$ cat src/rtl/uart_mmio_periph.sv
// Memory-mapped 8N1 UART: TXD/RXD/CON registers, combinational read data, level irq.
// Independent TX and RX FSMs, each with its own baud counter; RX input is 2-flop synchronized.
`timescale 1ns/1ps
module uart_mmio_periph #(
  parameter logic [31:0] BASE_ADDR = 32'h4000_0000,
  parameter int          BAUD_DIV  = 5208
) (
  input  logic        clk,
  input  logic        reset_b,
  input  logic [31:0] Address,
  input  logic [31:0] WriteData,
  input  logic        MemRead,
  input  logic        MemWrite,
  output logic [31:0] ReadData,
  output logic        irq,
  input  logic        uart_rx,
  output logic        uart_tx
);

  localparam int             CW    = $clog2(BAUD_DIV);
  localparam logic [CW-1:0]  LAST  = CW'(BAUD_DIV - 1);
  localparam logic [CW-1:0]  HALF  = CW'(BAUD_DIV / 2 - 1);
  localparam logic [31:0]    TXD_A = BASE_ADDR + 32'h18;
  localparam logic [31:0]    RXD_A = BASE_ADDR + 32'h1C;
  localparam logic [31:0]    CON_A = BASE_ADDR + 32'h20;

  typedef enum logic [1:0] {S_IDLE, S_START, S_DATA, S_STOP} state_t;

  logic hit_txd, hit_rxd, hit_con;
  logic txd_wr, con_wr, rxd_rd, con_rd;

  assign hit_txd = (Address[31:2] == TXD_A[31:2]);
  assign hit_rxd = (Address[31:2] == RXD_A[31:2]);
  assign hit_con = (Address[31:2] == CON_A[31:2]);
  assign txd_wr  = MemWrite && hit_txd;
  assign con_wr  = MemWrite && hit_con;
  assign rxd_rd  = MemRead && hit_rxd;
  assign con_rd  = MemRead && hit_con;

  logic unused_bits;
  assign unused_bits = ^{WriteData[31:8], Address[1:0]};

  logic       tx_irq_en, rx_irq_en;
  logic       tx_done, tx_busy;
  logic       rx_ready, overrun, frame_err;
  logic [7:0] rx_byte;

  always_ff @(posedge clk or negedge reset_b) begin
    if (!reset_b) begin
      tx_irq_en <= 1'b0;
      rx_irq_en <= 1'b0;
    end else if (con_wr) begin
      tx_irq_en <= WriteData[0];
      rx_irq_en <= WriteData[1];
    end
  end

  always_comb begin
    ReadData = '0;
    if (MemRead) begin
      if (hit_rxd)
        ReadData = {24'b0, rx_byte};
      else if (hit_con)
        ReadData = {25'b0, frame_err, overrun, tx_busy, rx_ready, tx_done, rx_irq_en, tx_irq_en};
    end
  end

  assign irq = (tx_done & tx_irq_en) | (rx_ready & rx_irq_en);

  // Transmitter
  state_t        tx_state;
  logic [CW-1:0] tx_cnt;
  logic [2:0]    tx_bits;
  logic [7:0]    tx_sh;

  always_ff @(posedge clk or negedge reset_b) begin
    if (!reset_b) begin
      tx_state <= S_IDLE;
      tx_cnt   <= '0;
      tx_bits  <= '0;
      tx_sh    <= '0;
      uart_tx  <= 1'b1;
      tx_busy  <= 1'b0;
      tx_done  <= 1'b0;
    end else begin
      // clear first so a completing frame on the same edge keeps tx_done set
      if (con_rd) tx_done <= 1'b0;
      case (tx_state)
        S_IDLE: begin
          if (txd_wr) begin
            tx_sh    <= WriteData[7:0];
            tx_cnt   <= '0;
            uart_tx  <= 1'b0;
            tx_busy  <= 1'b1;
            tx_state <= S_START;
          end
        end
        S_START: begin
          if (tx_cnt == LAST) begin
            tx_cnt   <= '0;
            uart_tx  <= tx_sh[0];
            tx_sh    <= {1'b0, tx_sh[7:1]};
            tx_bits  <= '0;
            tx_state <= S_DATA;
          end else begin
            tx_cnt <= tx_cnt + 1'b1;
          end
        end
        S_DATA: begin
          if (tx_cnt == LAST) begin
            tx_cnt <= '0;
            if (tx_bits == 3'd7) begin
              uart_tx  <= 1'b1;
              tx_state <= S_STOP;
            end else begin
              uart_tx <= tx_sh[0];
              tx_sh   <= {1'b0, tx_sh[7:1]};
              tx_bits <= tx_bits + 1'b1;
            end
          end else begin
            tx_cnt <= tx_cnt + 1'b1;
          end
        end
        S_STOP: begin
          if (tx_cnt == LAST) begin
            tx_cnt   <= '0;
            tx_done  <= 1'b1;
            tx_busy  <= 1'b0;
            tx_state <= S_IDLE;
          end else begin
            tx_cnt <= tx_cnt + 1'b1;
          end
        end
        default: tx_state <= S_IDLE;
      endcase
    end
  end

  // Receiver; synchronizer resets to the idle-high line level
  logic          rx_meta, rxs;
  state_t        rx_state;
  logic [CW-1:0] rx_cnt;
  logic [2:0]    rx_bits;
  logic [7:0]    rx_sh;

  always_ff @(posedge clk or negedge reset_b) begin
    if (!reset_b) begin
      rx_meta   <= 1'b1;
      rxs       <= 1'b1;
      rx_state  <= S_IDLE;
      rx_cnt    <= '0;
      rx_bits   <= '0;
      rx_sh     <= '0;
      rx_byte   <= '0;
      rx_ready  <= 1'b0;
      overrun   <= 1'b0;
      frame_err <= 1'b0;
    end else begin
      rx_meta <= uart_rx;
      rxs     <= rx_meta;
      if (rxd_rd) rx_ready <= 1'b0;
      if (con_rd) begin
        overrun   <= 1'b0;
        frame_err <= 1'b0;
      end
      case (rx_state)
        S_IDLE: begin
          if (!rxs) begin
            rx_cnt   <= '0;
            rx_state <= S_START;
          end
        end
        S_START: begin
          if (rx_cnt == HALF) begin
            rx_cnt   <= '0;
            rx_bits  <= '0;
            rx_state <= rxs ? S_IDLE : S_DATA;
          end else begin
            rx_cnt <= rx_cnt + 1'b1;
          end
        end
        S_DATA: begin
          if (rx_cnt == LAST) begin
            rx_cnt <= '0;
            rx_sh  <= {rxs, rx_sh[7:1]};
            if (rx_bits == 3'd7) rx_state <= S_STOP;
            else                 rx_bits  <= rx_bits + 1'b1;
          end else begin
            rx_cnt <= rx_cnt + 1'b1;
          end
        end
        S_STOP: begin
          if (rx_cnt == LAST) begin
            rx_cnt   <= '0;
            rx_state <= S_IDLE;
            if (rxs) begin
              rx_byte  <= rx_sh;
              if (rx_ready) overrun <= 1'b1;
              rx_ready <= 1'b1;
            end else begin
              frame_err <= 1'b1;
            end
          end else begin
            rx_cnt <= rx_cnt + 1'b1;
          end
        end
        default: rx_state <= S_IDLE;
      endcase
    end
  end

endmodule

$ cat config.mk
export PLATFORM = sky130hd
export DESIGN_NAME = uart_mmio_periph
export DESIGN_NICKNAME = d
export VERILOG_FILES = /design/src/rtl/uart_mmio_periph.sv
export SDC_FILE = /design/constraint.sdc
export NUM_CORES = 1
export LEC_CHECK = 0
export CAP_MARGIN = 20
export CORE_MARGIN = 5
export CORE_UTILIZATION = 44
export CTS_CLUSTER_DIAMETER = 150
export DETAILED_ROUTE_END_ITERATION = 6
export HOLD_SLACK_MARGIN = 0.08
export PLACE_DENSITY_LB_ADDON = 0.2
export SLEW_MARGIN = 10
export SYNTH_ARGS = -nofsm -noshare
export SYNTH_HDL_FRONTEND = slang
export SYNTH_SLANG_ARGS = --single-unit
$ cat constraint.sdc
create_clock -name clk -period 2.7 [get_ports clk]
set_input_delay 0.54 -clock clk [delete_from_list [all_inputs] [get_ports clk]]
set_output_delay 0.54 -clock clk [all_outputs]
set_load 0.01 [all_outputs]
==> impl_metrics.ini <==
[status]
status = finished with violations
violations = negative setup slack

[power_and_ir_drop]
swShare = 0.209
powerDensity_nw_per_um2 = 473
p_seq_frac = 0.471
peakVddDrop_uv = 322
finalPower_uw = 2390
p_int_uw = 1890
p_comb_frac = 0.085
p_switching_uw = 501
leakagePower_uw = 0.00238
clockPowerShare = 0.445

[sta]
post-route-period-util = 1.10
fin_skew_ns = 0.0140
hold_viol_final = 0
setup_tns_ns = -1.48
setup_slack_ns = -0.261
min_period_ns = 2.96
drv_slew = 0
fmax_ghz = 0.338
maxSlewHeadroom = 0.510
setup_violations = 8
tightestPinTransition_ns = 0.735
rsz0062_at_grt = true

[global_route]
grt_busiest_layer = met2
grtUsageMet1 = 0.224
grtUsageTotal = 0.176
grt.met3_usage = 0.0382
antenna_found_initial = 0
grt_pass1_wl_um = 14900
grt-ovfl-total = 0
grt_start_max_net_pins = 71
grt_pass1_vias = 3124
grtUsageMet2 = 0.298

[routing]
wl_per_cell_um = 15.2
drtIter0Drc = 113
vias_per_cell = 5.40
wirelength_um = 8720
final_antenna_net_count = 0
via_count = 3101
drcViolationCount = 0
first_pass_iters = 6

[clock_tree]
cts_buffer_depth = 2
cts_made_buffers = 9
htreeDepth = 3
cts_tree = built
clock_latency_ns = 0.34
cts-root-buf = clkbuf_8
clkSlewWorstSetupHoldPaths_ns = 0.08
clock_sinks = 70

[yosys]
synthDominantCellAreaShare = 0.436
ys_warn_count = 0
yosysMostFrequentCell = dfrtp_1
netlist_instances = 372
synth_common_cells = dfrtp_1, mux2_2, nand2_1
synth.area.top_cells = dfrtp_1, mux2_2, buf_4
syn_avg_cell_area_um2 = 10.3
ys_ff_latch = 70
synth_top_area_cell = dfrtp_1
synth_cell_types = 51
seq_area_frac_synth = 0.457
synth_edf_count = 0
syn-cell-area_um2 = 3840
synthArstFlopShare = 1.00
synth_ff_type = dfrtp_1

[placed_design]
numPortBuffers = 52
dp_hpwl_um = 6060
globalplace.congestion = 0.800
post-place-ws_ns = -0.959
dp_cells = 542

[cells_and_area]
diodes = 0
fill_cells = 723
area_delta_synth_final_pct = 31.4
finalNonFillerCells = 574
drive_gt1_frac = 0.296
fin_nets = 541

[worst_setup_path]
crit_arrival_ns = 2.42
path_class = input pin to output pin
path_max_fanout = 3
required_ns = 2.16
startpoint_type = input pin
critPathCaptureType = output pin

[floorplanning]
core_area_um2 = 8640
start_util = 0.445
die_y_um = 103
die_area_um2 = 10700
io-pin-count = 103
fp-row-count = 34
die_w_um = 103

[worst_hold_path]
hold_class = input pin to asynchronous set/reset pin

[job]
max_cap_viol_count = 0
==> cell families after synthesis <==
logic type,share of synthesized area
buffers and inverters,0.0736
XOR/XNOR,0.00228
adder cells (fa/ha/maj),0.0358
flip-flops,0.457
AO/OA/AOI/OAI,0.155
other,0.000976
multiplexers,0.108
AND/OR/NAND/NOR,0.168
==> worst max-delay path, cell delays in order <==
cell	delay (ns)
buf_6	0.09
nor4_4	0.27
nand4_1	0.16
or4b_4	0.58
nor4_4	0.18
buf_4	0.16
buf_6	0.09
buf_6	0.09
a22o_1	0.12
buf_2	0.13
==> metal layers <==
layer,share of wire,vias to the layer above
met3,0.036,13
li1,-,1511
met5,0,-
met1,0.43,1519
met2,0.52,58
met4,0.015,0
==> path summary, 6_finish.rpt <==
path                                       start                      to  depth (start not counted)  slack [ns]
min in group clk               rx_meta$_DFF_PN1_           rxs$_DFF_PN1_                          0        0.36
max in group asynchronous                reset_b       rx_meta$_DFF_PN1_                          2        2.14
setup reg to reg           rx_cnt[0]$_DFFE_PN0P_  rx_byte[5]$_DFFE_PN0P_                          6        0.35
hold / removal                           reset_b    tx_sh[5]$_DFFE_PN0P_                          2        0.20
hold reg to reg                rx_meta$_DFF_PN1_           rxs$_DFF_PN1_                          0        0.36
setup / recovery                     Address[15]             ReadData[5]                         10       -0.26
==> cells in the final DEF, fill, tap and decap left out, types with 11 or more instances in the layout <==
master and instances:
buf_4 27, buf_6 18, mux2_2 28, conb_1 24, clkdlybuf4s50_1 23, ha_1 11
nand3_1 13, o21ai_0 24, dfrtp_1 67, inv_1 14, nor2_1 19, nand2_1 32
a22o_1 18, clkbuf_8 11, buf_2 13
==> power by group through the flow <==
stage	Combinational (µW)	Clock, µW	Sequential, µW
2_1_floorplan	96.8	0	1130
3_3_place_gp	166	0	1140
3_5_place_dp	171	0	1140
4_1_cts	201	1090	1120
5_1_grt	221	1130	1130
6_report	203	1060	1130
==> state kept, by name, indices dropped and copies added, names as in the netlist, 2 cells and up, named ones only <==
register,count
rx_cnt,13
tx_cnt,13
rx_byte,8
rx_sh,8
tx_sh,8
rx_bits,3
tx_bits,3
tx_state,2
==> cell type report <==
class / count / area, µm² / area share
clock buffer: 11 / 151 / 0.0300
clock inverter: 5 / 104 / 0.0206
inverter: 14 / 52.6 / 0.0104
multi-input combinational: 276 / 2060 / 0.407
sequential: 70 / 1760 / 0.348
tap: 108 / 135 / 0.0268
timing repair buffer: 90 / 795 / 0.157
==> stage by stage <==
step	utilization	hold slack (ns)	instance area, µm²
final	0.585	0.202	5050
after global routing	0.585	0.230	5050
after CTS	0.587	0.221	5070
after detailed placement	0.528	0.347	4560
after global placement	0.528	0.346	4560
after floorplan	-	0.244	3960
==> repair_timing <==
action / CTS / global route
pin swaps: 21 / 4
buffers inserted: 26 / 2
hold buffers: 0 / 0
endpoints found under the setup margin: 8 / 31
gates resized for setup: 131 / 5
(Power assumes the default switching activity.)
